$ cat config.mk
export PLATFORM = sky130hd
export DESIGN_NAME = gmem_rd_bridge
export DESIGN_NICKNAME = d
export VERILOG_FILES = /design/src/rtl/gmem_pkg.sv /design/src/rtl/gmem_rd_fifo.sv /design/src/rtl/gmem_rd_bridge.sv
export SDC_FILE = /design/constraint.sdc
export NUM_CORES = 1
export LEC_CHECK = 0
export ABC_CLOCK_PERIOD_IN_PS = 5700
export CAP_MARGIN = 30
export CORE_ASPECT_RATIO = 1.1
export CORE_UTILIZATION = 25
export CTS_CLUSTER_SIZE = 24
export DETAILED_ROUTE_END_ITERATION = 8
export PLACE_DENSITY = 0.44
export SLEW_MARGIN = 10
export SYNTH_ARGS = -nofsm -noshare
export SYNTH_HDL_FRONTEND = slang
export SYNTH_HIERARCHICAL = 1
export SYNTH_SLANG_ARGS = --single-unit
$ cat constraint.sdc
create_clock -name clock -period 5.7 [get_ports clock]
set_input_delay 1.14 -clock clock [delete_from_list [all_inputs] [get_ports clock]]
set_output_delay 1.14 -clock clock [all_outputs]
set_load 0.02 [all_outputs]
$ cat src/rtl/gmem_pkg.sv
// Shared types and constants for the gmem AXI <-> TSIM bridges.
package gmem_pkg;

    localparam int unsigned GMEM_LEN_BITS    = 8;
    localparam int unsigned GMEM_ADDR_BITS   = 32;
    localparam int unsigned GMEM_DATA_BITS   = 64;
    localparam int unsigned GMEM_AXI_ID_BITS = 1;
    localparam int unsigned GMEM_FIFO_DEPTH  = 4;

    localparam logic MEM_OP_RD = 1'b0;
    localparam logic MEM_OP_WR = 1'b1;

    localparam logic [1:0] AXI_RESP_OKAY = 2'b00;

    typedef enum logic [1:0] {
        StIdle,
        StReq,
        StData
    } rd_state_e;

endpackage

$ cat src/rtl/gmem_rd_fifo.sv
// Synchronous FIFO with a registered storage head; shared by the gmem read and write bridges.
module gmem_rd_fifo #(
    parameter int unsigned DEPTH = 4,
    parameter int unsigned WIDTH = 64
) (
    input  logic             clk_i,
    input  logic             rst_i,
    input  logic             push_i,
    input  logic [WIDTH-1:0] data_i,
    input  logic             pop_i,
    output logic             full_o,
    output logic             empty_o,
    output logic [WIDTH-1:0] head_o
);

    localparam int unsigned AW = $clog2(DEPTH);

    // Extra MSB on each pointer separates full from empty when the indices match.
    logic [AW:0]      wr_ptr_q, wr_ptr_d;
    logic [AW:0]      rd_ptr_q, rd_ptr_d;
    logic [WIDTH-1:0] mem_q [DEPTH];
    logic             do_push, do_pop;

    assign empty_o = (wr_ptr_q == rd_ptr_q);
    assign full_o  = (wr_ptr_q[AW] != rd_ptr_q[AW]) && (wr_ptr_q[AW-1:0] == rd_ptr_q[AW-1:0]);
    assign do_push = push_i && !full_o;
    assign do_pop  = pop_i && !empty_o;
    assign head_o  = mem_q[rd_ptr_q[AW-1:0]];

    always_comb begin
        wr_ptr_d = wr_ptr_q;
        rd_ptr_d = rd_ptr_q;
        if (do_push) wr_ptr_d = wr_ptr_q + 1'b1;
        if (do_pop)  rd_ptr_d = rd_ptr_q + 1'b1;
    end

    always_ff @(posedge clk_i) begin
        if (rst_i) begin
            wr_ptr_q <= '0;
            rd_ptr_q <= '0;
            for (int i = 0; i < DEPTH; i++) mem_q[i] <= '0;
        end else begin
            wr_ptr_q <= wr_ptr_d;
            rd_ptr_q <= rd_ptr_d;
            if (do_push) mem_q[wr_ptr_q[AW-1:0]] <= data_i;
        end
    end

endmodule

$ cat src/rtl/gmem_rd_bridge.sv
// AXI4 read (AR/R) to TSIM read bridge: one TSIM request per burst, beats replayed via a FIFO.
module gmem_rd_bridge
    import gmem_pkg::*;
#(
    parameter int unsigned MEM_LEN_BITS    = GMEM_LEN_BITS,
    parameter int unsigned MEM_ADDR_BITS   = GMEM_ADDR_BITS,
    parameter int unsigned MEM_DATA_BITS   = GMEM_DATA_BITS,
    parameter int unsigned MEM_AXI_ID_BITS = GMEM_AXI_ID_BITS,
    parameter int unsigned FIFO_DEPTH      = GMEM_FIFO_DEPTH
) (
    input  logic                       clock,
    input  logic                       reset,
    input  logic                       m_axi_gmem_ARVALID,
    output logic                       m_axi_gmem_ARREADY,
    input  logic [MEM_ADDR_BITS-1:0]   m_axi_gmem_ARADDR,
    input  logic [MEM_AXI_ID_BITS-1:0] m_axi_gmem_ARID,
    input  logic [MEM_LEN_BITS-1:0]    m_axi_gmem_ARLEN,
    output logic                       m_axi_gmem_RVALID,
    input  logic                       m_axi_gmem_RREADY,
    output logic [MEM_DATA_BITS-1:0]   m_axi_gmem_RDATA,
    output logic [MEM_AXI_ID_BITS-1:0] m_axi_gmem_RID,
    output logic                       m_axi_gmem_RLAST,
    output logic [1:0]                 m_axi_gmem_RRESP,
    output logic                       mem_req_valid,
    output logic                       mem_req_opcode,
    output logic [MEM_LEN_BITS-1:0]    mem_req_len,
    output logic [MEM_ADDR_BITS-1:0]   mem_req_addr,
    input  logic                       mem_rd_valid,
    output logic                       mem_rd_ready,
    input  logic [MEM_DATA_BITS-1:0]   mem_rd_bits
);

    // One extra bit so a 256-beat burst can count past len without wrapping.
    localparam int unsigned CntBits = MEM_LEN_BITS + 1;

    rd_state_e                  state_q, state_d;
    logic [MEM_ADDR_BITS-1:0]   addr_q;
    logic [MEM_AXI_ID_BITS-1:0] id_q;
    logic [MEM_LEN_BITS-1:0]    len_q;
    logic [CntBits-1:0]         rx_cnt_q, tx_cnt_q;
    logic                       ar_hs, rd_hs, r_hs, is_last;
    logic                       fifo_full, fifo_empty;

    assign ar_hs   = m_axi_gmem_ARVALID && m_axi_gmem_ARREADY;
    assign rd_hs   = mem_rd_valid && mem_rd_ready;
    assign r_hs    = m_axi_gmem_RVALID && m_axi_gmem_RREADY;
    assign is_last = (tx_cnt_q == {1'b0, len_q});

    always_ff @(posedge clock) begin
        if (reset) state_q <= StIdle;
        else       state_q <= state_d;
    end

    always_comb begin
        state_d = state_q;
        unique case (state_q)
            StIdle:  if (ar_hs) state_d = StReq;
            StReq:   state_d = StData;
            StData:  if (r_hs && is_last) state_d = StIdle;
            default: state_d = StIdle;
        endcase
    end

    always_comb begin
        m_axi_gmem_ARREADY = (state_q == StIdle) && !reset;
        mem_req_valid      = (state_q == StReq);
        mem_rd_ready       = (state_q == StData) && !fifo_full && (rx_cnt_q <= {1'b0, len_q});
    end

    always_ff @(posedge clock) begin
        if (reset) begin
            addr_q   <= '0;
            id_q     <= '0;
            len_q    <= '0;
            rx_cnt_q <= '0;
            tx_cnt_q <= '0;
        end else if (ar_hs) begin
            addr_q   <= m_axi_gmem_ARADDR;
            id_q     <= m_axi_gmem_ARID;
            len_q    <= m_axi_gmem_ARLEN;
            rx_cnt_q <= '0;
            tx_cnt_q <= '0;
        end else begin
            if (rd_hs) rx_cnt_q <= rx_cnt_q + 1'b1;
            if (r_hs)  tx_cnt_q <= tx_cnt_q + 1'b1;
        end
    end

    gmem_rd_fifo #(
        .DEPTH(FIFO_DEPTH),
        .WIDTH(MEM_DATA_BITS)
    ) u_fifo (
        .clk_i  (clock),
        .rst_i  (reset),
        .push_i (rd_hs),
        .data_i (mem_rd_bits),
        .pop_i  (r_hs),
        .full_o (fifo_full),
        .empty_o(fifo_empty),
        .head_o (m_axi_gmem_RDATA)
    );

    assign m_axi_gmem_RVALID = !fifo_empty;
    assign m_axi_gmem_RLAST  = m_axi_gmem_RVALID && is_last;
    assign m_axi_gmem_RID    = id_q;
    assign m_axi_gmem_RRESP  = AXI_RESP_OKAY;
    assign mem_req_opcode    = MEM_OP_RD;
    assign mem_req_len       = len_q;
    assign mem_req_addr      = addr_q;

endmodule

* After elaboration in Yosys (flattened, before gate mapping)
Memories as Yosys holds them, arrays and structs flattened. A register that Yosys moved wholly into a read port is not among the register bits. Index checks and enable logic that the tools add are counted.
Word-level totals: flip-flop bits (word level) 67, RAM bits 256, bits of input ports 110, output and inout port bits 113, logic and storage cells 53, memories kept 1
Memory list:
- u_fifo.mem_q | depth 4, width 64, read ports 1, clocked after Yosys merged registers in 1, write ports 4, RTL line gmem_rd_fifo.sv:21 | logic [WIDTH-1:0] mem_q [DEPTH];
Operators by class: $add $sub $neg 4, order comparisons 1, equal/unequal tests 8, mux-type cells 13, reductions and logical operators 18
Operator list (count):
- 64-bit 2-to-1 mux | 1
- 64-bit OR reduction | 1
- 9-bit by 1-bit adder with 9-bit output (second input constant) | 2
- 1-bit logical AND | 11
- 2-bit 2-to-1 mux | 5
- 9-bit by 8-bit == test with 1-bit output | 1
- 9-bit by 8-bit <= comparator with 1-bit output | 1
- 3-bit by 1-bit adder with 3-bit output (second input constant) | 2
- 1-bit 2-to-1 mux | 6
- 2-bit one-hot mux with 3 select lines | 1
- 2-bit != test (second input constant) | 2
- 3-bit == test | 1
- 1-bit zero test | 3
- 2-bit by 1-bit == test with 1-bit output (second input constant) | 1
- 2-bit == test | 1
- 2-bit == test (second input constant) | 1
- 2-bit zero test | 1
- 2-bit AND reduction | 1
- 2-bit OR reduction | 1
- 1-bit != test | 1

* Logic depth before layout (Yosys ltp)
word-level depth 12, depth in mapped cells 15

* Hierarchy
Netlist, hierarchy kept.
Modules (own cells, without submodules):
- gmem_rd_fifo | times used 1, cells each 762, area an instance 11289.6 um^2
- gmem_rd_bridge | times used 1, cells each 327, area an instance 2621.3 um^2

* Worst setup path before layout
Ideal clock, no wire load.
kind register -> register, start register u_fifo.rd_ptr_q[1], end memory u_fifo.mem_q[3][0], enable pin, library setup time 0.426 ns, data arrival time 3.968 ns, slack 1.307 ns, stages on the path, launching flop included 13, path buffers 3, clock period less this slack 4.393 ns, path through dfxtp_1 -> buf_2 -> xnor2_1 -> nand3_1 -> inv_1 -> buf_2 -> or3b_1 -> a211oi_1 -> o211a_1 -> o21ai_0 -> inv_1 -> clkbuf_1 -> a41o_1
RTL lines:
- from (decl) | RTL line gmem_rd_fifo.sv:20 | logic [AW:0] rd_ptr_q, rd_ptr_d;
- from (signal assigned) | RTL line gmem_rd_fifo.sv:44 | rd_ptr_q <= rd_ptr_d;
- to (decl) | RTL line gmem_rd_fifo.sv:21

* Worst setup path in the final report
start register u_fifo.rd_ptr_q[1], end output port mem_rd_ready
On the way: cells in the longest elaborated chain, start to end 5
Ends and longest elaborated chain:
- 2-bit == test | RTL line gmem_rd_fifo.sv:25 | assign full_o = (wr_ptr_q[AW] != rd_ptr_q[AW]) && (wr_ptr_q[AW-1:0] == rd_ptr_q[AW-1:0]);
- 1-bit logical AND | RTL line gmem_rd_fifo.sv:25
- via fifo_full | RTL line gmem_rd_bridge.sv:42 | logic fifo_full, fifo_empty;
- 1-bit zero test | RTL line gmem_rd_bridge.sv:67 | mem_rd_ready = (state_q == StData) && !fifo_full && (rx_cnt_q <= {1'b0, len_q});
- 1-bit logical AND (2 in series) | RTL line gmem_rd_bridge.sv:67
- to (decl) | RTL line gmem_rd_bridge.sv:29 | output logic mem_rd_ready,
The timed path passes the listed nets, and every way through them passes these cells.

==> impl_metrics.py <==
metrics = {
    "worst_setup_path": {
        "cp.required_ns": 4.56,
        "crit_type": "reg -> out",
        "path_max_fanout": 10,
        "worst_ep_arrival_time_ns": 3.53,
        "r2r-start": "u_fifo/rd_ptr_q[1]",
        "crit_start": "u_fifo/rd_ptr_q[1]",
        "crit_path_start_kind": "flip-flop",
        "critPathCaptureType": "primary output",
    },
    "floorplan": {
        "core_sq_um": 54950,
        "dieHeight_um": 249.4,
        "num_rows": 90,
        "initial_core_util_pct": 25.31,
        "die_w_um": 226.9,
        "dieArea_sq_um": 56590,
        "ios": 223,
    },
    "synthesis": {
        "ys_types": 47,
        "async_flop_share_pct": 0,
        "avgSynthCellArea_sq_um": 12.77,
        "syn_inst": 1089,
        "yosysWarnings": 6,
        "synth-seq-area-share_pct": 65.19,
        "ys.flop_type": "edfxtp_1",
        "synth_area_sq_um": 13910,
        "synth_edf_count": 256,
        "ys_ff_latch": 325,
    },
    "clock_tree": {
        "cts_tree": "done",
        "cts_made_buffers": 40,
        "cts_resized": 0,
        "clockBufferDepth": 3,
        "h-tree-depth": 2,
        "clk_pin_slew_worst_paths_ns": 0.05,
        "cts_root_buf": "clkbuf_16",
        "clock_latency_ns": 0.55,
        "postCtsSetupRepairBufs": 0,
        "hold_buffers": 0,
        "clock-sinks": 325,
    },
    "pwr": {
        "p_leak_nw": 6.234,
        "ir_drop_mv": 0.2140,
        "power_density_nw_per_um2": 350.1,
    },
    "min_path": {
        "min_from": "mem_req_addr[18]",
        "hp-class": "reg -> reg",
    },
    "final_layout": {
        "nFillCells": 5643,
        "multi_input_area_sq_um": 4388,
        "drive_above_1_share_pct": 11.15,
        "fin_nets": 1420,
        "seqCellArea_sq_um": 9076,
        "final_cells": 2063,
        "syn2layout_area_growth_pct": 29.65,
        "final_core_util_pct": 32.82,
        "num_antenna_cells": 0,
    },
    "sta": {
        "drv_slew": 0,
        "finalSetupViolCount": 0,
        "worst_slack_ns": 1.026,
        "slew_headroom_pct": 35.98,
        "hold_violations": 0,
        "worst_pin_slew_ns": 0.9603,
        "rsz0062_at_grt": "no",
        "whs_ns": 0.4527,
        "fmax_ghz": 0.2140,
        "finClkSkew_ns": 0.01909,
        "final.setup.tns_ns": 0,
        "finalCritPeriodShare_pct": 81.99,
        "min_period_ns": 4.674,
    },
    "global_route": {
        "grtUsageTotal_pct": 13.73,
        "antenna_found_initial": 5,
        "overflow": 0,
        "grt_max_degree": 65,
        "grt_pass1_vias": 9581,
        "grt_pass1_wl_um": 58370,
    },
    "route": {
        "avgViaCountPerCell": 4.414,
        "ant_nets": 0,
        "drc": 0,
        "dr_total_vias": 9107,
        "drtIter0Drc": 474,
        "firstDrtPassIters": 5,
        "drt-total-wl_um": 38450,
        "routedWlPerCell_um": 18.64,
    },
    "placement": {
        "placedCellCount": 1991,
        "dp_hpwl_um": 22090,
        "port-buffer-count": 219,
        "gp_congestion": 0.7321,
        "dp_slack_ns": 1.438,
    },
    "status": {
        "status": "completed",
    },
    "run": {
        "maxCapViolCount": 0,
    },
}
[layout make-up]
type                    instances  share of cell area [%]
repair buffers                237                   13.22
flip-flops and latches        325                   50.33
well taps                     736                   5.106
clock inverters                17                  0.6036
clock buffers                  54                   6.015
multi-input cells             675                   24.33
inverters                      19                  0.3954
[kinds of logic after synthesis]
group / synth area share, %
AO/OA/AOI/OAI: 3.706
XOR/XNOR: 1.754
multiplexers: 10.51
adder cells (fa/ha/maj): 1.079
AND/OR/NAND/NOR: 13.99
flip-flops: 65.19
other: 0.02696
buffers and inverters: 3.751
[flip-flops by register name (all words and copies together), names as in the netlist, 2 cells and up, named ones only]
| signal | cells |
|---|---|
| u_fifo/wr_ptr_q | 3 |
| mem_req_addr | 32 |
| mem_req_len | 8 |
| tx_cnt_q | 9 |
| u_fifo/mem_q | 256 |
| rx_cnt_q | 9 |
| state_q | 2 |
| u_fifo/rd_ptr_q | 3 |
[final timing paths]
kind	to	slack [ns]	cells after the start
max	mem_rd_ready	1.03	9
min	mem_req_addr[18]	0.45	2
max reg2reg	u_fifo/mem_q[1][30]	1.44	12
min reg2reg	mem_req_addr[18]	0.45	2
[per-stage QoR]
stage	area (sq um)	power (mW)
floorplan	13920	3.493
global placement	16830	4.042
detailed placement	16830	4.040
CTS	18030	6.453
global route	18030	6.604
finish	18030	6.314
[routing by layer]
metal,GRT usage [%],share of wire (%)
met5,0,0.18
met4,3.533,1.9
met3,4.121,6.6
met2,22.81,48
met1,17.23,43
[critical path, stage by stage, from the launching register on]
cell             delay [ns]
dfxtp_1                0.57
xnor2_1                0.27
nand3_1                0.34
inv_2                  0.10
or3b_1                 0.39
nor4_1                 0.29
a31o_2                 0.21
nor2_2                 0.08
inv_1                  0.09
clkdlybuf4s50_1        0.64
[Yosys cell counts (7+ instances only)]
| library cell | instances | area, sq um |
|---|---|---|
| buf_4 | 10 | 75.07 |
| dfxtp_1 | 69 | 1381 |
| nor2b_1 | 8 | 50.05 |
| o21ai_0 | 7 | 35.03 |
| clkbuf_1 | 32 | 120.1 |
| nor2_1 | 277 | 1040 |
| xor2_1 | 13 | 113.9 |
| xnor2_1 | 13 | 113.9 |
| edfxtp_1 | 256 | 7687 |
| buf_6 | 17 | 191.4 |
| nand4_1 | 9 | 56.30 |
| nand3_1 | 8 | 40.04 |
| buf_2 | 12 | 60.06 |
| a21oi_1 | 47 | 235.2 |
| mux4_2 | 64 | 1441 |
| ha_1 | 12 | 150.1 |
| nand2_1 | 157 | 589.3 |
| inv_1 | 18 | 67.56 |
[cells in the final DEF, fill, tap and decap left out, types with 3 or more instances in the layout]
master and n:
clkbuf_1 12, xor2_1 13, a31o_4 3, mux4_2 64, clkbuf_16 41, ha_1 12
inv_1 17, xnor2_1 13, dfxtp_1 67, nand2_1 157, a21oi_1 47, edfxtp_1 256
buf_4 13, and3_1 4, nor3_1 3, nor2b_1 7, conb_1 3, nand3_1 8
buf_12 5, clkinv_1 10, o211ai_1 5, a31oi_1 4, clkdlybuf4s50_1 218, nor3b_1 4
nor2_1 277, clkinv_2 4, o21ai_0 7, nand2b_1 4, a21o_1 4, nand4_1 9
[where the power goes]
part	internal (mW)	switching (mW)	total (mW)
Clock	1.38	0.983	2.36
Combinational	0.590	0.596	1.19
Sequential	2.67	0.103	2.77
Total	4.63	1.68	6.31
(Power assumes the default switching activity.)
